==> config.mk <==
export PLATFORM = sky130hd
export DESIGN_NAME = pc_sequencer
export DESIGN_NICKNAME = d
export VERILOG_FILES = /design/src/rtl/pc_sequencer.sv
export SDC_FILE = /design/constraint.sdc
export NUM_CORES = 1
export LEC_CHECK = 0
export BUFFER_PORTS_ARGS = -buffer_cell sky130_fd_sc_hd__buf_2
export CELL_PAD_IN_SITES_DETAIL_PLACEMENT = 0
export CELL_PAD_IN_SITES_GLOBAL_PLACEMENT = 2
export CORE_ASPECT_RATIO = 0.5
export CORE_MARGIN = 2
export CORE_UTILIZATION = 30
export CTS_CLUSTER_SIZE = 40
export DETAILED_ROUTE_END_ITERATION = 8
export MAX_ROUTING_LAYER = met4
export PLACE_DENSITY_LB_ADDON = 0.1
export SYNTH_ARGS = -nofsm -noshare
export SYNTH_HDL_FRONTEND = slang
export SYNTH_SLANG_ARGS = --single-unit
==> constraint.sdc <==
create_clock -name clk -period 6.6 [get_ports clk]
set_clock_uncertainty 0.2 [all_clocks]
set_input_delay 0.33 -clock clk [delete_from_list [all_inputs] [get_ports clk]]
set_output_delay 0.33 -clock clk [all_outputs]
set_load 0.01 [all_outputs]
==> src/rtl/pc_sequencer.sv <==
// Fetch-stage next-PC unit: PC/branch/jump/vector selection with supervisor bit,
// IRQ masking and exception-PC capture. Return-address stack built only with PC_RAS_EN.
module pc_sequencer #(
  parameter int                    ADDR_WIDTH   = 32,
  parameter int                    RAS_DEPTH    = 4,
  parameter logic [ADDR_WIDTH-1:0] RESET_VECTOR = 32'h8000_0000,
  parameter logic [ADDR_WIDTH-1:0] ILLOP_VECTOR = 32'h8000_0004,
  parameter logic [ADDR_WIDTH-1:0] XADDR_VECTOR = 32'h8000_0008
) (
  input  logic                  clk,
  input  logic                  RESET,
  input  logic                  STALL,
  input  logic [2:0]            PCSEL,
  input  logic                  IRQ,
  input  logic                  CALL,
  input  logic [ADDR_WIDTH-1:0] JT,
  input  logic [ADDR_WIDTH-1:0] ShftSextC,
  output logic [ADDR_WIDTH-1:0] pc_o,
  output logic [ADDR_WIDTH-1:0] PcIncr,
  output logic [ADDR_WIDTH-1:0] branchOffset,
  output logic [ADDR_WIDTH-1:0] xp_o,
  output logic                  ras_empty,
  output logic                  ras_full,
  output logic                  ras_underflow
);
  localparam int              MSB   = ADDR_WIDTH - 1;
  localparam logic [MSB:0]    ALIGN = ~ADDR_WIDTH'(3);

  logic         s, irq_take, ret_ok, xp_cap;
  logic [MSB:0] ret_pc, pc_n;

  assign s            = pc_o[MSB];
  assign irq_take     = IRQ & ~s;
  assign PcIncr       = pc_o + ADDR_WIDTH'(4);
  assign branchOffset = PcIncr + ShftSextC;

  // Relative targets keep S; only jumps and returns may clear it.
  always_comb begin
    pc_n   = pc_o;
    xp_cap = 1'b0;
    if (irq_take) begin
      pc_n   = XADDR_VECTOR;
      xp_cap = 1'b1;
    end else begin
      case (PCSEL)
        3'b000: pc_n = {s, PcIncr[MSB-1:0]};
        3'b001: pc_n = {s, branchOffset[MSB-1:0]};
        3'b010: pc_n = {s & JT[MSB], JT[MSB-1:0]};
        3'b011: begin pc_n = ILLOP_VECTOR; xp_cap = 1'b1; end
        3'b100: begin pc_n = XADDR_VECTOR; xp_cap = 1'b1; end
        3'b101: begin
          if (ret_ok) begin
            pc_n = {s & ret_pc[MSB], ret_pc[MSB-1:0]};
          end else begin
            pc_n   = ILLOP_VECTOR;
            xp_cap = 1'b1;
          end
        end
        default: pc_n = RESET_VECTOR;
      endcase
    end
  end

  always_ff @(posedge clk or posedge RESET) begin
    if (RESET) begin
      pc_o <= RESET_VECTOR & ALIGN;
      xp_o <= '0;
    end else if (!STALL) begin
      pc_o <= pc_n & ALIGN;
      if (xp_cap) xp_o <= PcIncr;
    end
  end

`ifdef PC_RAS_EN
  localparam int           PW   = $clog2(RAS_DEPTH);
  localparam logic [PW:0]  FULL = (PW+1)'(RAS_DEPTH);

  logic [MSB:0]  ras [RAS_DEPTH];
  logic [PW-1:0] sp, sp_top;
  logic [PW:0]   cnt, cnt_n;
  logic          active, is_ret, pop, push;

  // Circular buffer: sp is the next write slot, so when full it points at the oldest entry.
  assign sp_top = sp - PW'(1);
  assign ret_ok = (cnt != '0);
  assign ret_pc = ras[sp_top];
  assign active = ~STALL & ~irq_take;
  assign is_ret = active & (PCSEL == 3'b101);
  assign pop    = is_ret & ret_ok;
  assign push   = active & CALL & ((PCSEL == 3'b001) | (PCSEL == 3'b010) | pop);

  always_comb begin
    cnt_n = cnt;
    if (push && !pop && cnt != FULL) cnt_n = cnt + (PW+1)'(1);
    else if (pop && !push)           cnt_n = cnt - (PW+1)'(1);
  end

  always_ff @(posedge clk) begin
    if (push && !RESET) ras[pop ? sp_top : sp] <= PcIncr;
  end

  always_ff @(posedge clk or posedge RESET) begin
    if (RESET) begin
      sp            <= '0;
      cnt           <= '0;
      ras_empty     <= 1'b1;
      ras_full      <= 1'b0;
      ras_underflow <= 1'b0;
    end else begin
      ras_underflow <= is_ret & ~ret_ok;
      cnt           <= cnt_n;
      ras_empty     <= (cnt_n == '0);
      ras_full      <= (cnt_n == FULL);
      if (push && !pop)      sp <= sp + PW'(1);
      else if (pop && !push) sp <= sp_top;
    end
  end
`else
  logic unused_cfg;
  assign ret_ok        = 1'b0;
  assign ret_pc        = '0;
  assign ras_empty     = 1'b1;
  assign ras_full      = 1'b0;
  assign ras_underflow = 1'b0;
  assign unused_cfg    = CALL ^ (RAS_DEPTH > 1);
`endif

endmodule

# Yosys cells after proc, flatten, opt, wreduce, memory -nomap -nowiden
# Cells that the tools add are included.
# Widths: inputs -> output; s select.
[totals]
wordCells = 25
regBits = 62
[op_classes]
n_reduce_logical = 5
bitwise_logic = 4
eq_ne = 7
mux = 4
addsub = 2
[op_table]
columns = ["cell", "n"]
rows = [
  ["$pmux 32 s5", 1],
  ["$add 32x3->32 const B", 1],
  ["$add 32x32->32", 1],
  ["$mux 32", 1],
  ["$eq 3x2->1 const B", 2],
  ["$eq 3x3->1 const B", 2],
  ["$ne 2x2->1 const B", 2],
  ["$eq 3x1->1 const B", 1],
  ["$logic_not 3->1", 1],
  ["$reduce_and 3->1", 1],
  ["$reduce_or 3->1", 1],
  ["$and 1x1->1", 2],
  ["$mux 1", 2],
  ["$not 1->1", 2],
  ["$reduce_and 2->1", 1],
  ["$reduce_or 2->1", 1],
]

# Depth between registers and ports, before layout
# Gate-level depths: netlist (run 1).
[depth]
depth_word = 5
depth_mapped = 17
ltp_nobuf = 16

# Least setup slack after synthesis (run 1)
# Ideal clock, no wire load.
[synth_path]
kind = "register to output"
startpoint = "reg pc_o[4]"
endpoint = "out branchOffset[29]"
stages_incl_launch_ff = 18
arrival_time_ps = 3533
slack_ps = 2537
required_time_ps = 6070
path_buffers = 1
path_cell_list = "dfrtp_1 > and4_1 > and2_1 > and3_1 > clkbuf_1 > nand2_1 > xor2_1 > inv_2 > ha_1 > a211oi_1 > nor2_1 > a311oi_1 > o211ai_1 > a31oi_1 > o31a_1 > o21bai_1 > a211oi_1 > nor2_1"
[synth_via]
elab_chain_len = 2
[synth_lines]
columns = ["item", "line_no", "rtl"]
rows = [
  ["start, declared", "18", "output logic [ADDR_WIDTH-1:0] pc_o,"],
  ["start signal, assigned", "66", "pc_o <= RESET_VECTOR & ALIGN;"],
  ["start signal, assigned", "69", "pc_o <= pc_n & ALIGN;"],
  ["$add 32x3->32", "34", "assign PcIncr = pc_o + ADDR_WIDTH'(4);"],
  ["via PcIncr[16]", "19", "output logic [ADDR_WIDTH-1:0] PcIncr,"],
  ["$add 32x32->32", "35", "assign branchOffset = PcIncr + ShftSextC;"],
  ["end, declared", "20", "output logic [ADDR_WIDTH-1:0] branchOffset,"],
]
# The timed path passes the listed nets, and every way through them passes these cells.

# Worst setup path in the final report (run 1)
[layout_path]
startpoint = "reg pc_o[4]"
endpoint = "out branchOffset[29]"
[layout_via]
elab_chain_len = 2
[layout_lines]
columns = ["item", "line_no"]
rows = [
  ["$add 32x3->32", "34"],
  ["$add 32x32->32", "35"],
]
# No other way between the ends.

==> results of run 1 <==
## state kept, by name, summed over array words and instances (netlist names)
name / count
pc_o: 30
xp_o: 30
## cell usage in the layout (no fill, tap or decap), types with 18 or more instances in the layout
| master | Yosys | final |
|---|---|---|
| buf_2 | 0 | 186 |
| dfrtp_1 | 59 | 59 |
| nor2_1 | 50 | 49 |
| nand2_1 | 49 | 49 |
| a21oi_1 | 45 | 45 |
| ha_1 | 34 | 34 |
| xnor2_1 | 33 | 33 |
| o21ai_0 | 28 | 28 |
| nand3_1 | 23 | 23 |
| xor2_1 | 22 | 22 |
| mux2_2 | 20 | 20 |
| inv_1 | 19 | 18 |
## layout make-up
| type | instances | area (µm²) | share of cell area [%] |
|---|---|---|---|
| clock inverter | 3 | 15.0 | 0.240 |
| inverter | 24 | 90.1 | 1.44 |
| tap | 221 | 277 | 4.42 |
| sequential | 60 | 1500 | 24.0 |
| multi-input combinational | 459 | 3170 | 50.7 |
| timing repair buffer | 189 | 953 | 15.2 |
| clock buffer | 13 | 250 | 4.00 |
## final timing paths
kind                                         end     start
worst max-delay path            branchOffset[29]   pc_o[4]
worst min-delay path                    pc_o[15]    JT[15]
worst max register to register          pc_o[30]   pc_o[2]
worst min register to register          xp_o[28]  xp_o[28]
max in group asynchronous                pc_o[8]     RESET
min in group asynchronous               xp_o[28]     RESET
## logic make-up (layout without fill, tap and decap cells)
| group | after synthesis | count (layout) | share of synthesized area (%) |
|---|---|---|---|
| flops | 60 | 60 | 30.7 |
| fa+ha+maj | 35 | 35 | 9.11 |
| compound gates | 152 | 152 | 20.3 |
| other cells | 2 | 9 | 0.154 |
| xor+xnor | 55 | 55 | 9.85 |
| mux | 34 | 34 | 7.50 |
| simple gates | 174 | 174 | 17.2 |
| buf+inv | 55 | 229 | 5.14 |
## where the power goes
group / total [µW] / internal (µW) / switching [µW]
Clock: 447 / 263 / 184
Combinational: 510 / 210 / 300
Sequential: 452 / 413 / 39.0
## worst register-to-register path, delay by kind of cell (launching register included)
family	cells	cell delay [ns]
adders and majority gates	1	0.36
DFF	1	0.54
xor gates and xnor gates	2	0.41
AOI/OAI and AO/OA	5	1.41
buffers and inverters	1	0.11
and+or+nand+nor	6	1.43
## through the flow
stage,std cells,util (%),power (µW),hold WS (ns)
after floorplan,574,-,768,0.263
after global placement,953,38.3,969,0.285
after detailed placement,953,38.3,969,0.291
after CTS,969,40.0,1430,0.00960
after global routing,969,40.0,1510,0.0123
final,969,40.0,1410,0.0174
## per-layer routing
| metal | routed length (µm) | part of all wire (%) | global-route usage (%) |
|---|---|---|---|
| met1 | 9690 | 53 | 32.6 |
| met2 | 7480 | 41 | 31.7 |
| met3 | 1130 | 6.2 | 5.12 |
| met4 | 55 | 0.30 | 2.87 |
| met5 | 0 | 0 | - |
==> impl_metrics.py, run 1 <==
metrics = {
    "drt": {
        "dr.pass1.iters": 5,
        "ant_nets": 0,
        "vias": 4817,
        "finalWirelength_um": 18400,
        "first_iter_violations": 243,
        "route.detailed.drc": 0,
        "routed_via_density": 4.97,
        "wl_per_cell_um": 18.9,
    },
    "cts": {
        "clockBufferDepth": 2,
        "cts_hold_buf": 0,
        "cts_setup_buffers": 0,
        "clk_pin_slew_ns": 0.06,
        "post_cts_resized": 0,
        "cts_tree": "yes",
        "cts.sinks": 60,
        "clk_root_buffer_cell": "clkbuf_16",
        "cts_buffers": 9,
        "clk_latency_ns": 0.34,
        "htree_levels": 3,
    },
    "final_layout": {
        "diodes": 0,
        "drive_gt1_share_pct": 31.8,
        "fillCellCount": 1669,
        "area_growth_pct": 28.0,
        "stdcell_area_um2": 6260,
        "finalNetCount": 850,
    },
    "global_route": {
        "grt_max_degree": 61,
        "grt_pass1_wl_um": 27900,
        "antenna_found_initial": 0,
        "first_global_vias": 4758,
        "grt_overflow": 0,
        "groute.usage.overall_pct": 22.3,
    },
    "synthesis": {
        "synth.largest_area_cell": "dfrtp_1",
        "yosys_warnings": 0,
        "syn_area_per_cell_um2": 8.63,
        "yosysSeqAreaShare_pct": 30.7,
        "netlist_area_um2": 4890,
        "synthCells": 567,
        "synth.distinct_cells": 60,
        "synth-edff-count": 0,
        "yosysMostFrequentCell": "dfrtp_1",
        "synth-async-reset-ratio_pct": 100,
        "yosys_most_used_dff": "dfrtp_1",
        "yosys_register_bits": 60,
        "synthTopCellsByArea": "dfrtp_1 (30%), ha_1 (8.7%), xnor2_1 (5.9%)",
        "synth_common_cells": "dfrtp_1 (59), nor2_1 (50), nand2_1 (49)",
        "synthDominantCellAreaShare_pct": 30.2,
    },
    "setup_path": {
        "path_cells": "and4_1, and2_1, and3_1, nand2_1, xor2_1, inv_2, ha_1, a211oi_1, nor2_1, a311oi_1, o211ai_1, a31oi_1, o31a_1, o21bai_1, a211oi_1, nor2_1, buf_2",
        "cp_slowest_cell": "dfrtp_1",
        "cpPeakStageDelay_ns": 0.47,
        "critical_path_class": "register to primary output",
        "critPathLaunchType": "register",
        "r2r_cells": 15,
        "path_delay_family": "compound AO/OA/AOI/OAI gates",
        "worstPathArrival_ns": 4.69,
        "required_ns": 6.07,
        "worstPathMaxFanout": 7,
        "worstSetupEndpointType": "primary output",
        "cp_num_cells": 17,
        "cp.buffers_inverters": 2,
        "regToRegSetupSlack_ns": 2.02,
    },
    "place": {
        "numPortBuffers": 186,
        "pre_cts_ws_ns": 1.76,
        "placed_area_um2": 5990,
        "place_hpwl_um": 13700,
        "finalWeightedCongestion": 0.923,
    },
    "power": {
        "power_density_nw_per_um2": 225,
        "p_leak_uw": 0.00328,
        "max-vdd-ir-drop_mv": 0.109,
    },
    "floorplanning": {
        "num_rows": 32,
        "initial_utilization_pct": 31.2,
        "core_region_area_um2": 15700,
        "chipWidth_um": 185,
        "die_y_um": 94.3,
        "ioPinCount": 203,
        "die_area_um2": 17400,
    },
    "timing": {
        "layout_setup_ws_ns": 1.38,
        "slew_headroom_pct": 38.4,
        "hold_viol_final": 0,
        "slew_violations": 0,
        "max_freq_ghz": 0.191,
        "timing_worst_slew_pin_value_ns": 0.918,
        "rsz0062_at_grt": "no",
        "min_period_over_period_pct": 79.1,
        "setup_viol_count_final": 0,
        "fin_tns_setup_ns": 0,
        "period_minus_slack_ns": 5.22,
    },
    "flow_run": {
        "drv_cap": 0,
    },
    "min_path": {
        "holdPathStages": 3,
        "hp-class": "input port to register",
    },
    "status": {
        "status": "complete, no violations",
    },
}
Note: power is estimated with default switching activity, not from simulation.
==> run 2, diff against run 1 <==
--- a/config.mk
+++ b/config.mk
@@ -5,12 +5,13 @@
 export SDC_FILE = /design/constraint.sdc
 export NUM_CORES = 1
 export LEC_CHECK = 0
+export ABC_AREA = 1
 export BUFFER_PORTS_ARGS = -buffer_cell sky130_fd_sc_hd__buf_2
 export CELL_PAD_IN_SITES_DETAIL_PLACEMENT = 0
 export CELL_PAD_IN_SITES_GLOBAL_PLACEMENT = 2
 export CORE_ASPECT_RATIO = 0.5
 export CORE_MARGIN = 2
-export CORE_UTILIZATION = 30
+export CORE_UTILIZATION = 23
 export CTS_CLUSTER_SIZE = 40
 export DETAILED_ROUTE_END_ITERATION = 8
 export MAX_ROUTING_LAYER = met4
==> constraint.sdc (replaced) <==
create_clock -name clk -period 4.6 [get_ports clk]
set_clock_uncertainty 0.2 [all_clocks]
set_input_delay 0.23 -clock clk [delete_from_list [all_inputs] [get_ports clk]]
set_output_delay 0.23 -clock clk [all_outputs]
set_load 0.01 [all_outputs]
==> impl_metrics.py, run 2 <==
metrics = {
    "timing": {
        "setup_viol_count_final": 0,
        "max_freq_ghz": 0.235,
        "slew_violations": 0,
        "hold_viol_final": 0,
        "min_period_over_period_pct": 92.5,
        "rsz0062_at_grt": "no",
        "slew_headroom_pct": 39.8,
        "period_minus_slack_ns": 4.26,
        "fin_tns_setup_ns": 0,
        "timing_worst_slew_pin_value_ns": 0.903,
    },
    "setup_path": {
        "worstSetupEndpointType": "primary output",
        "worstPathArrival_ns": 3.83,
        "crit-reg2reg-launch": "pc_o[2]",
        "worstPathMaxFanout": 6,
        "regToRegSetupSlack_ns": 0.68,
        "startpoint": "pc_o[2]",
        "required_ns": 4.17,
        "critical_path_class": "register to primary output",
        "cp.buffers_inverters": 1,
        "worstSetupEndpoint": "branchOffset[31]",
        "path_delay_family": "simple AND/OR/NAND/NOR gates",
        "path_cells": "ha_1, nand3_2, nor2_4, nand2_1, xor2_1, ha_1, nand2_1, nor2_1, nand3_1, nand3b_1, nand2_1, a21oi_1, nor2_1, nand3_1, nand2_1, buf_2",
        "cp_slowest_cell": "xor2_1",
        "r2r_cells": 20,
        "cp_common_cell": "nand2_1",
        "cp_num_cells": 16,
        "cpPeakStageDelay_ns": 0.46,
        "worstReg2RegEnd": "pc_o[19]",
        "critPathLaunchType": "register",
    },
    "cts": {
        "clk_latency_ns": 0.34,
        "cts_setup_buffers": 0,
        "clockBufferDepth": 2,
        "clk_pin_slew_ns": 0.05,
        "htree_levels": 3,
        "cts.sinks": 60,
        "cts_buffers": 9,
        "cts_tree": "yes",
        "clk_root_buffer_cell": "clkbuf_16",
    },
    "synthesis": {
        "synth.distinct_cells": 43,
        "yosys_warnings": 0,
        "yosysSeqAreaShare_pct": 24.0,
        "synth.largest_area_cell": "nand2_1",
        "yosys_most_used_dff": "dfrtp_1",
        "synthTopCellsByArea": "nand2_1 (29%), dfrtp_1 (24%), inv_1 (11%)",
        "yosysMostFrequentCell": "nand2_1",
        "syn_area_per_cell_um2": 5.80,
        "synth_common_cells": "nand2_1 (481), inv_1 (181), nand3_1 (75)",
        "synth-async-reset-ratio_pct": 100,
        "synthCells": 1081,
        "synth-edff-count": 0,
        "synthDominantCellAreaShare_pct": 28.8,
        "yosys_register_bits": 60,
        "netlist_area_um2": 6270,
    },
    "power": {
        "power_density_nw_per_um2": 274,
        "max-vdd-ir-drop_mv": 0.164,
        "p_leak_uw": 0.00480,
    },
    "final_layout": {
        "layoutNonFillerInstCount": 1631,
        "layout_commonest_cell": "nand2_1",
        "drive_gt1_share_pct": 19.6,
        "area_growth_pct": 26.1,
        "top_regs": "pc_o (30), xp_o (30)",
        "final_cell_mix": "nand2_1 (481), buf_2 (186), inv_1 (180), nand3_1 (75), nor2_1 (64)",
        "finalNetCount": 1381,
        "diodes": 0,
    },
    "floorplanning": {
        "die_area_um2": 28700,
        "die_y_um": 121,
        "chipWidth_um": 237,
        "num_rows": 42,
        "initial_utilization_pct": 23.6,
        "ioPinCount": 203,
        "core_region_area_um2": 26600,
    },
    "status": {
        "status": "complete, no violations",
    },
    "global_route": {
        "first_global_vias": 6777,
        "grt_pass1_wl_um": 43600,
        "grt_overflow": 0,
        "groute.usage.overall_pct": 21.6,
        "antenna_found_initial": 0,
        "grt_max_degree": 47,
    },
    "drt": {
        "finalWirelength_um": 29900,
        "dr.pass1.iters": 4,
        "wl_per_cell_um": 18.4,
        "routed_via_density": 4.36,
        "first_iter_violations": 453,
        "vias": 7114,
        "route.detailed.drc": 0,
        "ant_nets": 0,
    },
    "place": {
        "numPortBuffers": 186,
        "finalWeightedCongestion": 0.878,
        "place_hpwl_um": 25800,
        "dp_cells": 1614,
    },
    "min_path": {
        "hp-class": "input port to register",
    },
    "flow_run": {
        "drv_cap": 0,
    },
}
## run 2: changes by cell type in the layout (fill, tap and decap cells not counted), moves of 11 or more
cell / previous run / this run
nand2_1: 49 / 481
inv_1: 18 / 180
nand3_1: 23 / 75
xnor2_1: 33 / 0
a21oi_1: 45 / 20
mux2_2: 20 / 0
nor2_1: 49 / 64
a21o_1: 14 / 0
buf_4: 3 / 17
mux2i_1: 13 / 0
a22o_1: 11 / 0
and2_1: 4 / 15
## run 2: stage by stage
step	cell area, µm²	setup WS, ns	hold WS [ns]	utilization, %	total power, µW
finish	7910	0.343	0.0174	29.7	2170
global route	7910	0.00332	0.0401	29.7	2300
CTS	7900	0.331	0.0123	29.7	2190
detailed placement	7610	0.673	0.192	28.6	1520
global placement	7610	0.705	0.182	28.6	1530
floorplan	6300	1.49	0.246	-	1130
## run 2: metal layers
| layer | track usage [%] | wire [µm] | vias up |
|---|---|---|---|
| met3 | 2.90 | 1260 | 20 |
| met5 | - | 0 | - |
| li1 | - | - | 3662 |
| met4 | 3.50 | 289 | 0 |
| met2 | 30.3 | 12000 | 138 |
| met1 | 32.9 | 16300 | 3294 |
## run 2: layout make-up
class	instances	area (µm²)
clock buffer	11	243
clock inverter	5	36.3
fill	3135	18700
inverter	185	697
multi-input combinational	814	3920
sequential	60	1500
tap	352	440
timing repair buffer	204	1070
## run 2: cells by family (layout without fill, tap and decap cells)
logic type | after synthesis | in the layout | share of synthesized area, %
AOI/OAI and AO/OA | 66 | 66 | 5.83
adders and majority gates | 35 | 35 | 7.10
DFF | 60 | 60 | 24.0
and+or+nand+nor | 682 | 682 | 45.6
other | 2 | 9 | 0.120
buffers and inverters | 214 | 405 | 14.0
xor gates and xnor gates | 22 | 22 | 3.31
## run 2: how the worst min path moves through the flow
| stage | from | to | slack (ns) | cells after the start |
|---|---|---|---|---|
| 2_1_floorplan | JT[13] | pc_o[13] | 0.25 | 4 |
| 3_3_place_gp | RESET | pc_o[29] | 0.18 | 2 |
| 3_5_place_dp | RESET | pc_o[29] | 0.19 | 2 |
| 4_1_cts | JT[18] | pc_o[18] | 0.01 | 5 |
| 5_1_grt | JT[18] | pc_o[18] | 0.04 | 5 |
| 6_report | JT[31] | pc_o[31] | 0.02 | 5 |
## run 2: timing repair
item	in CTS	in global routing
setup endpoints to repair	0	1
hold buffers	1	0
gates resized for setup	0	1
hold endpoints to repair	30	0
## run 2: worst min-delay path, delay by kind of cell
| kind | cells | cell delay [ns] |
|---|---|---|
| buf+inv | 1 | 0.08 |
| compound gates | 1 | 0.07 |
| simple gates | 3 | 0.14 |
## run 2: power by group
| part | total [µW] | switching [µW] | internal [µW] |
|---|---|---|---|
| sequential | 643 | 57.3 | 586 |
| clock | 651 | 271 | 380 |
| combinational | 873 | 580 | 292 |
==> run 3, diff against run 2 <==
--- a/config.mk
+++ b/config.mk
@@ -14,6 +14,7 @@
 export CORE_UTILIZATION = 23
 export CTS_CLUSTER_SIZE = 40
 export DETAILED_ROUTE_END_ITERATION = 8
+export HOLD_SLACK_MARGIN = 0.03
 export MAX_ROUTING_LAYER = met4
 export PLACE_DENSITY_LB_ADDON = 0.1
 export SYNTH_ARGS = -nofsm -noshare
==> impl_metrics.py, run 3 (synthesis results as in run 2) <==
metrics = {
    "status": {
        "status": "complete, no violations",
    },
    "final_layout": {
        "finalNetCount": 1383,
        "drive_gt1_share_pct": 19.6,
        "top_regs": "pc_o (30), xp_o (30)",
        "multi_input_area_um2": 3920,
        "fillCellCount": 3134,
        "final-seq-area_um2": 1500,
        "layoutNonFillerInstCount": 1633,
        "diodes": 0,
        "layout_commonest_cell": "nand2_1",
        "final_cell_mix": "nand2_1 (481), buf_2 (186), inv_1 (180), nand3_1 (75), nor2_1 (64)",
        "area_growth_pct": 26.4,
        "stdcell_area_um2": 7930,
    },
    "drt": {
        "finalWirelength_um": 30000,
        "vias": 7122,
        "dr.pass1.iters": 5,
        "route.detailed.drc": 0,
        "first_iter_violations": 432,
        "routed_via_density": 4.36,
        "wl_per_cell_um": 18.3,
        "ant_nets": 0,
    },
    "setup_path": {
        "path_delay_family": "simple AND/OR/NAND/NOR gates",
        "required_ns": 4.17,
        "worstPathArrival_ns": 3.80,
        "cp.buffers_inverters": 1,
        "cp_slowest_cell": "xor2_1",
        "cpPeakStageDelay_ns": 0.46,
        "critical_path_class": "register to primary output",
        "worstSetupEndpointType": "primary output",
        "path_cells": "ha_1, nand3_2, nor2_4, nand2_1, xor2_1, ha_1, nand2_1, nor2_1, nand3_1, nand3b_1, nand2_1, a21oi_1, nor2_1, nand3_1, nand2_1, buf_2",
        "cp_common_cell": "nand2_1",
        "critPathLaunchType": "register",
        "worstPathMaxFanout": 6,
    },
    "timing": {
        "timing_worst_slew_pin_value_ns": 0.882,
        "max_freq_ghz": 0.236,
        "period_minus_slack_ns": 4.23,
        "slew_headroom_pct": 41.2,
        "rsz0062_at_grt": "no",
        "min_period_over_period_pct": 92.0,
        "slew_violations": 0,
        "setup_viol_count_final": 0,
        "hold_viol_final": 0,
        "fin_tns_setup_ns": 0,
    },
    "global_route": {
        "grt_overflow": 0,
        "busiest_layer": "met1",
        "antenna_found_initial": 0,
        "grtUsageMet3_pct": 2.90,
        "grt_max_degree": 47,
        "grtUsageMet1_pct": 32.9,
        "use_met2_pct": 30.3,
        "groute.usage.overall_pct": 21.6,
        "grt_pass1_wl_um": 43600,
        "first_global_vias": 6794,
    },
    "place": {
        "dp_cells": 1614,
        "placed_area_um2": 7610,
        "place_hpwl_um": 25800,
        "numPortBuffers": 186,
        "finalWeightedCongestion": 0.878,
    },
    "cts": {
        "clk_root_buffer_cell": "clkbuf_16",
        "clk_pin_slew_ns": 0.05,
        "clk_latency_ns": 0.35,
        "cts_buffers": 9,
        "cts_tree": "yes",
        "cts.sinks": 60,
        "cts_setup_buffers": 0,
        "clockBufferDepth": 2,
        "htree_levels": 3,
    },
    "power": {
        "power_density_nw_per_um2": 273,
        "p_leak_uw": 0.00481,
        "max-vdd-ir-drop_mv": 0.165,
        "finalPower_uw": 2170,
    },
    "floorplanning": {
        "chipWidth_um": 237,
        "num_rows": 42,
        "die_y_um": 121,
        "core_region_area_um2": 26600,
        "ioPinCount": 203,
        "die_area_um2": 28700,
        "initial_utilization_pct": 23.6,
    },
    "flow_run": {
        "drv_cap": 0,
    },
    "min_path": {
        "hp-class": "input port to register",
    },
}
run 3: path summary, 6_finish.rpt:
path / end / slack, ns / start / cells after the start
setup / recovery: branchOffset[31] / 0.37 / pc_o[2] / 16
hold / removal: pc_o[20] / 0.05 / JT[20] / 5
max in group asynchronous: pc_o[31] / 2.95 / RESET / 4
setup reg to reg: pc_o[19] / 0.68 / pc_o[2] / 20
hold reg to reg: xp_o[6] / 0.27 / xp_o[6] / 2
min in group asynchronous: pc_o[28] / 0.34 / RESET / 3
run 3: per-layer routing:
| metal | share of wire, % | up-vias |
|---|---|---|
| met5 | 0 | - |
| met4 | 0.96 | 0 |
| met3 | 4.2 | 20 |
| met2 | 40 | 150 |
| met1 | 55 | 3286 |
| li1 | - | 3666 |
run 3: what timing repair did:
item / CTS / global route
hold endpoints to repair: 32 / 0
hold buffers: 3 / 0
resized for setup: 0 / 1
setup endpoints to repair: 0 / 1
run 3: stage by stage:
| stage | setup WS (ns) | hold slack (ns) | utilization [%] |
|---|---|---|---|
| after detailed placement | 0.673 | 0.192 | 28.6 |
| final | 0.368 | 0.0492 | 29.8 |
| after CTS | 0.331 | 0.0356 | 29.8 |
| after floorplan | 1.49 | 0.246 | - |
| after global routing | 0.00332 | 0.0670 | 29.8 |
| after global placement | 0.705 | 0.182 | 28.6 |
run 3: area by class of cell:
| cell class | count | area share, % |
|---|---|---|
| Multi-Input combinational cell | 814 | 49.4 |
| Clock inverter | 5 | 0.458 |
| Sequential cell | 60 | 19.0 |
| Timing Repair Buffer | 206 | 13.7 |
| Inverter | 185 | 8.79 |
| Clock buffer | 11 | 3.06 |
| Tap cell | 352 | 5.56 |
run 3: tightest hold or removal path: cells and delay by family:
family / cells / cell delay (ns)
simple gates: 4 / 0.25
buf+inv: 1 / 0.07
run 3: power by group:
| group | internal [µW] | switching [µW] | total [µW] |
|---|---|---|---|
| clock network | 380 | 270 | 650 |
| logic | 294 | 579 | 873 |
| registers | 586 | 57.4 | 643 |
